===== src/rtl/uart_tx.sv =====
// UART transmitter: 5-8 data bits, optional even/odd parity, 1 or 2 stop bits,
// bit timing driven by an external 16x/13x oversample enable.
module uart_tx (
  input  logic       clk,
  input  logic       rst_n,
  input  logic       en,
  input  logic       OSM_SEL,
  input  logic       tx_start,
  input  logic [7:0] tx_data,
  input  logic [1:0] WLS,
  input  logic       PEN,
  input  logic       EPS,
  input  logic       STB,
  output logic       tx,
  output logic       tx_busy,
  output logic       tx_done
);

  typedef enum logic [2:0] {IDLE, START, DATA, PARITY, STOP} state_t;

  state_t     state_reg, state_next;
  logic [3:0] cnt_reg, cnt_next;
  logic [2:0] bit_idx_reg, bit_idx_next;
  logic       stop_idx_reg, stop_idx_next;
  logic [7:0] data_reg, data_next;
  logic [1:0] wls_reg, wls_next;
  logic       pen_reg, pen_next;
  logic       eps_reg, eps_next;
  logic       stb_reg, stb_next;
  logic       osm_reg, osm_next;
  logic       tx_reg, tx_next;
  logic       busy_reg, busy_next;
  logic       done_reg, done_next;

  logic       last_tick;
  logic [7:0] word_mask;
  logic       parity_bit;
  logic [2:0] bit_idx_inc;

  // A bit ends on the en pulse that finds the counter at N-1.
  assign last_tick   = en && (cnt_reg == (osm_reg ? 4'd12 : 4'd15));
  assign word_mask   = 8'hFF >> (2'd3 - wls_reg);
  assign parity_bit  = eps_reg ? (^(data_reg & word_mask)) : ~(^(data_reg & word_mask));
  assign bit_idx_inc = bit_idx_reg + 3'd1;

  always_ff @(posedge clk or negedge rst_n) begin
    if (!rst_n) begin
      state_reg    <= IDLE;
      cnt_reg      <= 4'd0;
      bit_idx_reg  <= 3'd0;
      stop_idx_reg <= 1'b0;
      data_reg     <= 8'd0;
      wls_reg      <= 2'd0;
      pen_reg      <= 1'b0;
      eps_reg      <= 1'b0;
      stb_reg      <= 1'b0;
      osm_reg      <= 1'b0;
      tx_reg       <= 1'b1;
      busy_reg     <= 1'b0;
      done_reg     <= 1'b0;
    end else begin
      state_reg    <= state_next;
      cnt_reg      <= cnt_next;
      bit_idx_reg  <= bit_idx_next;
      stop_idx_reg <= stop_idx_next;
      data_reg     <= data_next;
      wls_reg      <= wls_next;
      pen_reg      <= pen_next;
      eps_reg      <= eps_next;
      stb_reg      <= stb_next;
      osm_reg      <= osm_next;
      tx_reg       <= tx_next;
      busy_reg     <= busy_next;
      done_reg     <= done_next;
    end
  end

  always_comb begin
    state_next    = state_reg;
    cnt_next      = cnt_reg;
    bit_idx_next  = bit_idx_reg;
    stop_idx_next = stop_idx_reg;
    data_next     = data_reg;
    wls_next      = wls_reg;
    pen_next      = pen_reg;
    eps_next      = eps_reg;
    stb_next      = stb_reg;
    osm_next      = osm_reg;
    tx_next       = tx_reg;
    busy_next     = busy_reg;
    done_next     = 1'b0;

    if (state_reg != IDLE && en) begin
      cnt_next = last_tick ? 4'd0 : cnt_reg + 4'd1;
    end

    case (state_reg)
      IDLE: begin
        if (tx_start) begin
          data_next     = tx_data;
          wls_next      = WLS;
          pen_next      = PEN;
          eps_next      = EPS;
          stb_next      = STB;
          osm_next      = OSM_SEL;
          cnt_next      = 4'd0;
          bit_idx_next  = 3'd0;
          stop_idx_next = 1'b0;
          tx_next       = 1'b0;
          busy_next     = 1'b1;
          state_next    = START;
        end
      end
      START: begin
        if (last_tick) begin
          bit_idx_next = 3'd0;
          tx_next      = data_reg[0];
          state_next   = DATA;
        end
      end
      DATA: begin
        if (last_tick) begin
          // Final data bit index is 4 + WLS.
          if (bit_idx_reg == {1'b1, wls_reg}) begin
            stop_idx_next = 1'b0;
            if (pen_reg) begin
              tx_next    = parity_bit;
              state_next = PARITY;
            end else begin
              tx_next    = 1'b1;
              state_next = STOP;
            end
          end else begin
            bit_idx_next = bit_idx_inc;
            tx_next      = data_reg[bit_idx_inc];
          end
        end
      end
      PARITY: begin
        if (last_tick) begin
          stop_idx_next = 1'b0;
          tx_next       = 1'b1;
          state_next    = STOP;
        end
      end
      STOP: begin
        if (last_tick) begin
          if (stb_reg && !stop_idx_reg) begin
            stop_idx_next = 1'b1;
          end else begin
            tx_next    = 1'b1;
            busy_next  = 1'b0;
            done_next  = 1'b1;
            state_next = IDLE;
          end
        end
      end
      default: begin
        tx_next    = 1'b1;
        busy_next  = 1'b0;
        state_next = IDLE;
      end
    endcase
  end

  assign tx      = tx_reg;
  assign tx_busy = busy_reg;
  assign tx_done = done_reg;

endmodule


===== config.mk =====
export PLATFORM = sky130hd
export DESIGN_NAME = uart_tx
export DESIGN_NICKNAME = d
export VERILOG_FILES = /design/src/rtl/uart_tx.sv
export SDC_FILE = /design/constraint.sdc
export NUM_CORES = 1
export LEC_CHECK = 0
export CORE_MARGIN = 1.5
export CORE_UTILIZATION = 50
export DETAILED_ROUTE_END_ITERATION = 8
export GPL_TIMING_DRIVEN = 0
export PLACE_DENSITY = 0.73
export SLEW_MARGIN = 20
export SYNTH_ARGS = -nofsm -noshare
export SYNTH_HDL_FRONTEND = slang
export SYNTH_SLANG_ARGS = --single-unit

===== constraint.sdc =====
create_clock -name clk -period 4.13 [get_ports clk]
set_input_delay 0.6195 -clock clk [delete_from_list [all_inputs] [get_ports clk]]
set_output_delay 0.6195 -clock clk [all_outputs]
set_load 0.01 [all_outputs]

# --- After elaboration in Yosys (flattened, before gate mapping) ---
# Index checks and enable logic that the tools add are counted.
totals:
  reg_bits: 28
  inputBits: 18
  out_inout_bits: 3
  wordCells: 96
op_classes:
  n_addsub: 3
  magnitude_cmp: 1
  eq_ne: 15
  shift: 1
  muxes: 44
  n_bitwise: 3
  n_reduce_logical: 16
op_table:
  columns: ["operator", "n"]
  rows:
  - ["$mux 3", 12]
  - ["$mux 1", 21]
  - ["$ne 2x2->1 const B", 9]
  - ["$mux 4", 4]
  - ["$pmux 3 s5", 1]
  - ["$reduce_and 7->1", 2]
  - ["$pmux 3 s3", 1]
  - ["$and 8x8->8", 1]
  - ["$reduce_xor 8->1", 1]
  - ["$shr 8x2->8 const A", 1]
  - ["$eq 3x2->1 const B", 2]
  - ["$reduce_and 6->1", 1]
  - ["$reduce_bool 3->1", 2]
  - ["$pmux 1 s5", 1]
  - ["$reduce_and 5->1", 1]
  - ["$add 4x1->4 const B", 1]
  - ["$eq 4x4->1", 1]
  - ["$lt 3x4->1 const B", 1]
  - ["$pmux 1 s4", 1]
  - ["$reduce_and 4->1", 1]
  - ["$reduce_bool 4->1", 1]
  - ["$add 3x1->3 const B", 1]
  - ["$bmux 1 s3", 1]
  - ["$eq 3x1->1 const B", 1]
  - ["other kinds (11)", 14]

# --- Depth between registers and ports, before layout ---
# Gate-level depths: netlist of run 1.
depth:
  word_depth: 10
  depth_mapped: 7
  ltp_nobuf: 6

# --- Worst setup path before layout of run 1 ---
# No wires, ideal clock.
synth_path:
  kind: "register to register"
  start: "register bit_idx_reg[0]"
  end: "register tx_reg (netlist: tx)"
  setup_time_ps: 96
  t_arrival_ps: 1878
  required_time_ps: 4034
  setup_slack_ps: 2156
  stages_incl_launch_ff: 7
  path_buffers: 0
  synth_period_minus_slack_ps: 1974
  path_cell_list: "dfrtp_1 -> ha_1 -> mux4_2 -> mux2i_1 -> nor3_1 -> a2111oi_2 -> a22oi_1"
synth_via:
  elab_chain_cells: 6
  elab_cells_between_ends: 7
  classes_between: "add/sub (1); eq/ne (1); mux (5)"
synth_lines:
  columns: ["item", "line", "source"]
  rows:
  - ["start: declaration", "23", "logic [2:0] bit_idx_reg, bit_idx_next;"]
  - ["start signal: assignment", "64", "bit_idx_reg <= bit_idx_next;"]
  - ["$add 3x1->3", "44", "assign bit_idx_inc = bit_idx_reg + 3'd1;"]
  - ["$bmux 1 s3", "135", "tx_next = data_reg[bit_idx_inc];"]
  - ["$mux 1 (implied by the code)", "135", null]
  - ["$mux 1 *", "124", "if (bit_idx_reg == {1'b1, wls_reg}) begin"]
  - ["$mux 1 *", "122", "if (last_tick) begin"]
  - ["$pmux 1 s5 *", "97", "case (state_reg)"]
  - ["end signal: assignment", "72", "tx_reg <= tx_next;"]
  - ["end: declaration", "31", "logic tx_reg, tx_next;"]
# Every way passes the cells marked *; elsewhere a longest branch is shown, timed or not. The select of a mux whose other input is x is not followed.
# A chain may end at the register's enable or synchronous reset.

# --- Final worst setup path of run 1 ---
# Same ends and word-level chain as after synthesis.

==> flow_metrics.env, run 1 <==
export IMPL_worst_pin_slew_ns=0.611
export IMPL_synth_flop_cell="dfrtp_1"
export IMPL_cpMaxStageDelayCell="mux4_2"
export IMPL_maxCapViolations=0
export IMPL_synth_distinct_cells=52
export IMPL_htree_levels=1
export IMPL_slowest_delay_ns=0.52
export IMPL_worstPathRequired_ns=4.39
export IMPL_critical_path_arrival_ns=2.46
export IMPL_port_buffers=20
export IMPL_avgSynthCellArea_sq_um=10.7
export IMPL_async_flop_share_pct=100
export IMPL_grt_overflow_total=0
export IMPL_skew_ns=0.00292
export IMPL_place_area_sq_mm=0.00191
export IMPL_finalCriticalPeriod_ns=2.21
export IMPL_drive_gt1_share_pct=12.8
export IMPL_syn_nets=175
export IMPL_hold_violations=0
export IMPL_areaGrowthSynthToFinish_pct=17.2
export IMPL_drt_vias_per_instance=5.68
export IMPL_start_kind="flip-flop"
export IMPL_critPathBufInv=0
export IMPL_antenna_found_initial=0
export IMPL_final_cell_mix="dfrtp_1, clkdlybuf4s50_1, nand2_1, mux2_1, nor2_1"
export IMPL_synth_edff_count=0
export IMPL_gp_congestion=0.804
export IMPL_synth_seq_cells=28
export IMPL_diodes=0
export IMPL_endpoint_kind="flip-flop"
export IMPL_clk_pin_slew_ns=0.15
export IMPL_fp_dieH_um=60.7
export IMPL_ir_worst_vdd_v=0.000355
export IMPL_relSlewSlack_pct=59.3
export IMPL_rsz0062_at_grt="false"
export IMPL_clockBufferDepth=2
export IMPL_cts_buffers_inserted=3
export IMPL_maxSlewViolCount=0
export IMPL_firstDrtPassIters=4
export IMPL_power_density_mw_per_mm2=577
export IMPL_worstSetupPathType="flip-flop to flip-flop"
export IMPL_grtUsageTotal_pct=19.0
export IMPL_num_vias=1266
export IMPL_critPathMaxFanout=5
export IMPL_postRouteAntennaNets=0
export IMPL_status="complete, no violations"
export IMPL_drt_wl_total_um=3130
export IMPL_period_share_pct=53.4
export IMPL_syn_area_sq_mm=0.00166
export IMPL_crit_chain="ha_1 -> mux4_2 -> mux2i_1 -> nor3_1 -> a2111oi_2 -> a22oi_1"
export IMPL_grt_pass1_wl_um=5210
export IMPL_dieArea_sq_mm=0.00368
export IMPL_layout_commonest_cell="dfrtp_1"
export IMPL_design_area_sq_mm=0.00195
export IMPL_setup_viol_count_final=0
export IMPL_worstHoldPathType="primary input to asynchronous set/reset pin"
export IMPL_largest_register_ffs=8
export IMPL_clock_sinks=28
export IMPL_post_cts_buffers=0
export IMPL_cts_root_buffer="clkbuf_4"
export IMPL_grt_max_degree=29
export IMPL_drtIter0Drc=20
export IMPL_die_width_um=60.7
export IMPL_fmax_mhz=453
export IMPL_nets=200
export IMPL_floorplan_initialDensity_pct=53.6
export IMPL_setup_tns_ns=0
export IMPL_clk_latency_ns=0.33
export IMPL_multi_input_area_sq_um=875
export IMPL_yosys_warnings=0
export IMPL_cts_repair_resized=0
export IMPL_ff_latch_area_sq_um=702
export IMPL_cts_tree="built"
export IMPL_rows=20
export IMPL_yosysSeqAreaShare_pct=42.2
export IMPL_power_leakage_nw=0.773
export IMPL_hpwlAfterDp_um=2390
export IMPL_wl_per_cell_um=14.0
export IMPL_critical_path_top_delay_family="multiplexers"
export IMPL_hold_buffers=0
export IMPL_core_area_sq_mm=0.00310
export IMPL_syn_inst=155
export IMPL_num_fill_cells=280
export IMPL_grt_pass1_vias=1113
export IMPL_design_portCount=21
export IMPL_drc_errors=0
## synthesized netlist by cell type (2+ instances only)
cell type / count / area [sq um]
o211ai_1: 2 / 15.0
a22oi_1: 2 / 15.0
mux4_2: 2 / 45.0
o21ai_1: 6 / 30.0
nor2_1: 8 / 30.0
mux2_1: 13 / 146
and2_1: 2 / 12.5
a211oi_1: 2 / 15.0
or3_1: 2 / 12.5
buf_6: 3 / 33.8
dfrtp_1: 27 / 676
inv_1: 7 / 26.3
buf_4: 2 / 15.0
xnor2_1: 5 / 43.8
nand4bb_1: 2 / 22.5
ha_1: 2 / 25.0
mux2i_1: 5 / 50.1
nand3_1: 4 / 20.0
nor3_1: 2 / 10.0
a21oi_1: 7 / 35.0
nand2_1: 14 / 52.6
o32ai_1: 2 / 17.5
o21ai_0: 2 / 10.0
nand4_1: 3 / 18.8
xor2_1: 2 / 17.5
## stage by stage
step | utilization [%] | setup WS, ns | instances | power (mW) | hold WS (ns)
after floorplan | - | 2.16 | 155 | 0.864 | 0.324
after global placement | 61.9 | 1.76 | 219 | 0.969 | 0.477
final | 62.9 | 1.92 | 223 | 1.13 | 0.280
after CTS | 62.9 | 1.93 | 223 | 1.13 | 0.292
after global routing | 62.9 | 1.78 | 223 | 1.21 | 0.305
after detailed placement | 61.7 | 1.69 | 219 | 0.993 | 0.485
## logic make-up (layout without fill, tap and decap cells)
family | after synthesis | count (layout) | share of synthesized area [%]
AO/OA/AOI/OAI | 33 | 33 | 14.4
XOR/XNOR | 8 | 8 | 5.04
adder cells (fa/ha/maj) | 2 | 2 | 1.50
buffers and inverters | 15 | 39 | 5.26
flip-flops | 28 | 28 | 42.2
multiplexers | 20 | 20 | 14.5
AND/OR/NAND/NOR | 49 | 49 | 17.1
## area by class of cell
type	count	share of cell area (%)
buffer	7	2.95
inverter	8	1.54
timing repair buffer	20	10.0
multi-input combinational	112	44.8
tap	44	2.82
sequential	28	36.0
clock buffer	4	1.86
## worst paths after layout
kind / from / to / slack [ns] / cells past startpoint
worst max-delay path: bit_idx_reg[0] / tx / 1.92 / 6
worst min-delay path: rst_n / tx_busy / 0.28 / 1
worst max register to register: bit_idx_reg[0] / tx / 1.92 / 6
worst min register to register: tx / tx / 0.50 / 2
max in group asynchronous: rst_n / data_reg[0] / 3.46 / 1
min in group clk: tx / tx / 0.50 / 2
## power breakdown
part | switching, mW | internal, mW | total (mW)
Sequential | 0.104 | 0.372 | 0.476
Combinational | 0.235 | 0.282 | 0.517
Clock | 0.0797 | 0.0540 | 0.134
Total | 0.419 | 0.707 | 1.13
## per-layer routing
metal  GRT usage, %  routed length [um]
met1           29.6                1550
met2           27.3                1440
met3           3.20                 102
met4           5.59                  40
met5              0                   0
Note: power is estimated with default switching activity, not from simulation.
==> run 2, diff against run 1 <==
--- a/config.mk
+++ b/config.mk
@@ -6,10 +6,10 @@
 export NUM_CORES = 1
 export LEC_CHECK = 0
 export CORE_MARGIN = 1.5
-export CORE_UTILIZATION = 50
+export CORE_UTILIZATION = 49
 export DETAILED_ROUTE_END_ITERATION = 8
 export GPL_TIMING_DRIVEN = 0
-export PLACE_DENSITY = 0.73
+export PLACE_DENSITY = 0.75
 export SLEW_MARGIN = 20
 export SYNTH_ARGS = -nofsm -noshare
 export SYNTH_HDL_FRONTEND = slang
==> constraint.sdc (replaced) <==
create_clock -name clk -period 2 [get_ports clk]
set_input_delay 0.3 -clock clk [delete_from_list [all_inputs] [get_ports clk]]
set_output_delay 0.3 -clock clk [all_outputs]
set_load 0.01 [all_outputs]
==> run 2 against run 1 <==
Effect of this change:
- routed wire length is 1.5% higher
- core utilization is 0.98 points higher
- power is 110% higher
- clock skew is 0.0015 ns higher
- register-to-register slack worse by 1.8 ns
- via count is 0.16% lower
- sequential share of layout area is 0.77 points lower
- cell count is 1.8% higher
- critical path depth stayed put
- first-iteration DRC count stayed put
- critical endpoint unchanged
==> flow_metrics.env, run 2 (synthesis gave the netlist of run 1 again) <==
export IMPL_critPathMaxFanout=3
export IMPL_grt_pass1_vias=1185
export IMPL_diodes=0
export IMPL_postRouteAntennaNets=0
export IMPL_fin_ws_ns=0.0787
export IMPL_num_vias=1264
export IMPL_die_width_um=61.3
export IMPL_ir_worst_vdd_v=0.000791
export IMPL_fin_cells=227
export IMPL_worstPathRequired_ns=2.26
export IMPL_drc_errors=0
export IMPL_areaGrowthSynthToFinish_pct=20.0
export IMPL_skew_ns=0.00442
export IMPL_final_cell_mix="dfrtp_1, clkdlybuf4s50_1, nand2_1, mux2_1, nor2_1"
export IMPL_firstDrtPassIters=4
export IMPL_antenna_found_initial=0
export IMPL_maxSlewViolCount=0
export IMPL_cts_tree="built"
export IMPL_clock_sinks=28
export IMPL_setup_viol_count_final=0
export IMPL_drt_wl_total_um=3180
export IMPL_power_density_mw_per_mm2=1180
export IMPL_largest_register_ffs=8
export IMPL_drtIter0Drc=20
export IMPL_drt_vias_per_instance=5.57
export IMPL_layout_commonest_cell="dfrtp_1"
export IMPL_power_leakage_nw=0.788
export IMPL_worst_pin_slew_ns=0.601
export IMPL_start_kind="flip-flop"
export IMPL_port_buffers=20
export IMPL_period_share_pct=96.1
export IMPL_grtUsageTotal_pct=19.5
export IMPL_cts_buffers_inserted=3
export IMPL_setup_tns_ns=0
export IMPL_gp_congestion=0.812
export IMPL_finalCriticalPeriod_ns=1.92
export IMPL_clk_latency_ns=0.33
export IMPL_hold_violations=0
export IMPL_dieArea_sq_mm=0.00375
export IMPL_hpwlAfterDp_um=2420
export IMPL_num_fill_cells=258
export IMPL_grt_overflow_total=0
export IMPL_final_core_util_pct=63.8
export IMPL_htree_levels=1
export IMPL_wl_per_cell_um=14.0
export IMPL_hold_slack_ns=0.488
export IMPL_design_portCount=21
export IMPL_critical_path_arrival_ns=2.18
export IMPL_drive_gt1_share_pct=15.3
export IMPL_core_area_sq_mm=0.00313
export IMPL_finalPower_mw=2.36
export IMPL_clockBufferDepth=2
export IMPL_endpoint_kind="flip-flop"
export IMPL_design_area_sq_mm=0.00200
export IMPL_place_area_sq_mm=0.00191
export IMPL_worstSetupPathType="flip-flop to flip-flop"
export IMPL_rsz0062_at_grt="true"
export IMPL_maxCapViolations=0
export IMPL_status="complete, no violations"
export IMPL_worstHoldPathType="primary input to asynchronous set/reset pin"
export IMPL_rows=20
export IMPL_nets=204
export IMPL_place_ws_ns=-0.190
export IMPL_cts_root_buffer="clkbuf_4"
export IMPL_fmax_mhz=520
export IMPL_grt_max_degree=29
export IMPL_relSlewSlack_pct=59.9
export IMPL_clk_pin_slew_ns=0.15
export IMPL_fp_dieH_um=61.3
export IMPL_floorplan_initialDensity_pct=53.2
export IMPL_dp_cells=219
export IMPL_grt_pass1_wl_um=5330
## run 2: changes by cell type in the layout (fill, tap and decap cells not counted), sizes merged
| cell | delta |
|---|---|
| dlygate4sd3 | +1 |
| buf | +3 |
## run 2: layout make-up
cell class / count / area, sq um / share of cell area (%)
plain buffers: 7 / 57.6 / 2.88
clock buffers: 4 / 36.3 / 1.82
inverters: 8 / 30.0 / 1.50
multi-input cells: 112 / 887 / 44.4
flip-flops and latches: 28 / 703 / 35.2
well taps: 44 / 55.1 / 2.76
repair buffers: 24 / 228 / 11.4
## run 2: repair_timing
action / CTS / global route
hold buffers: 1 / 0
resized for setup: 2 / 0
pin swaps: 1 / 1
setup endpoints to repair: 1 / 6
endpoints found under the hold margin: 27 / 0
gates cloned: 0 / 0
setup buffers: 2 / 1
## run 2: final timing paths
path | startpoint | end | slack [ns] | cells after the start
worst max-delay path | bit_idx_reg[0] | tx | 0.08 | 6
worst min register to register | tx | tx | 0.49 | 2
worst min-delay path | rst_n | bit_idx_reg[2] | 0.49 | 2
min in group clk | tx | tx | 0.49 | 2
worst max register to register | bit_idx_reg[0] | tx | 0.08 | 6
max in group asynchronous | rst_n | bit_idx_reg[0] | 1.09 | 2
## run 2: routing by layer
layer	vias to the layer above	wire length [um]	track usage [%]
li1	619	-	-
met1	618	1550	27.2
met2	23	1500	30.1
met3	4	78	2.31
met4	0	51	9.63
met5	-	0	0
## run 2: critical path, cell delays in order, from the launching register on
cell	delay, ns
dfrtp_2	0.46
ha_4	0.29
mux4_2	0.49
mux2i_1	0.15
nor3_1	0.08
a2111oi_2	0.27
a22oi_1	0.11
## run 2: power by group
group	internal [mW]	switching [mW]	leakage (nW)	total, mW
Combinational	0.600	0.497	0.421	1.10
Sequential	0.767	0.215	0.345	0.982
Clock	0.111	0.166	0.0210	0.278
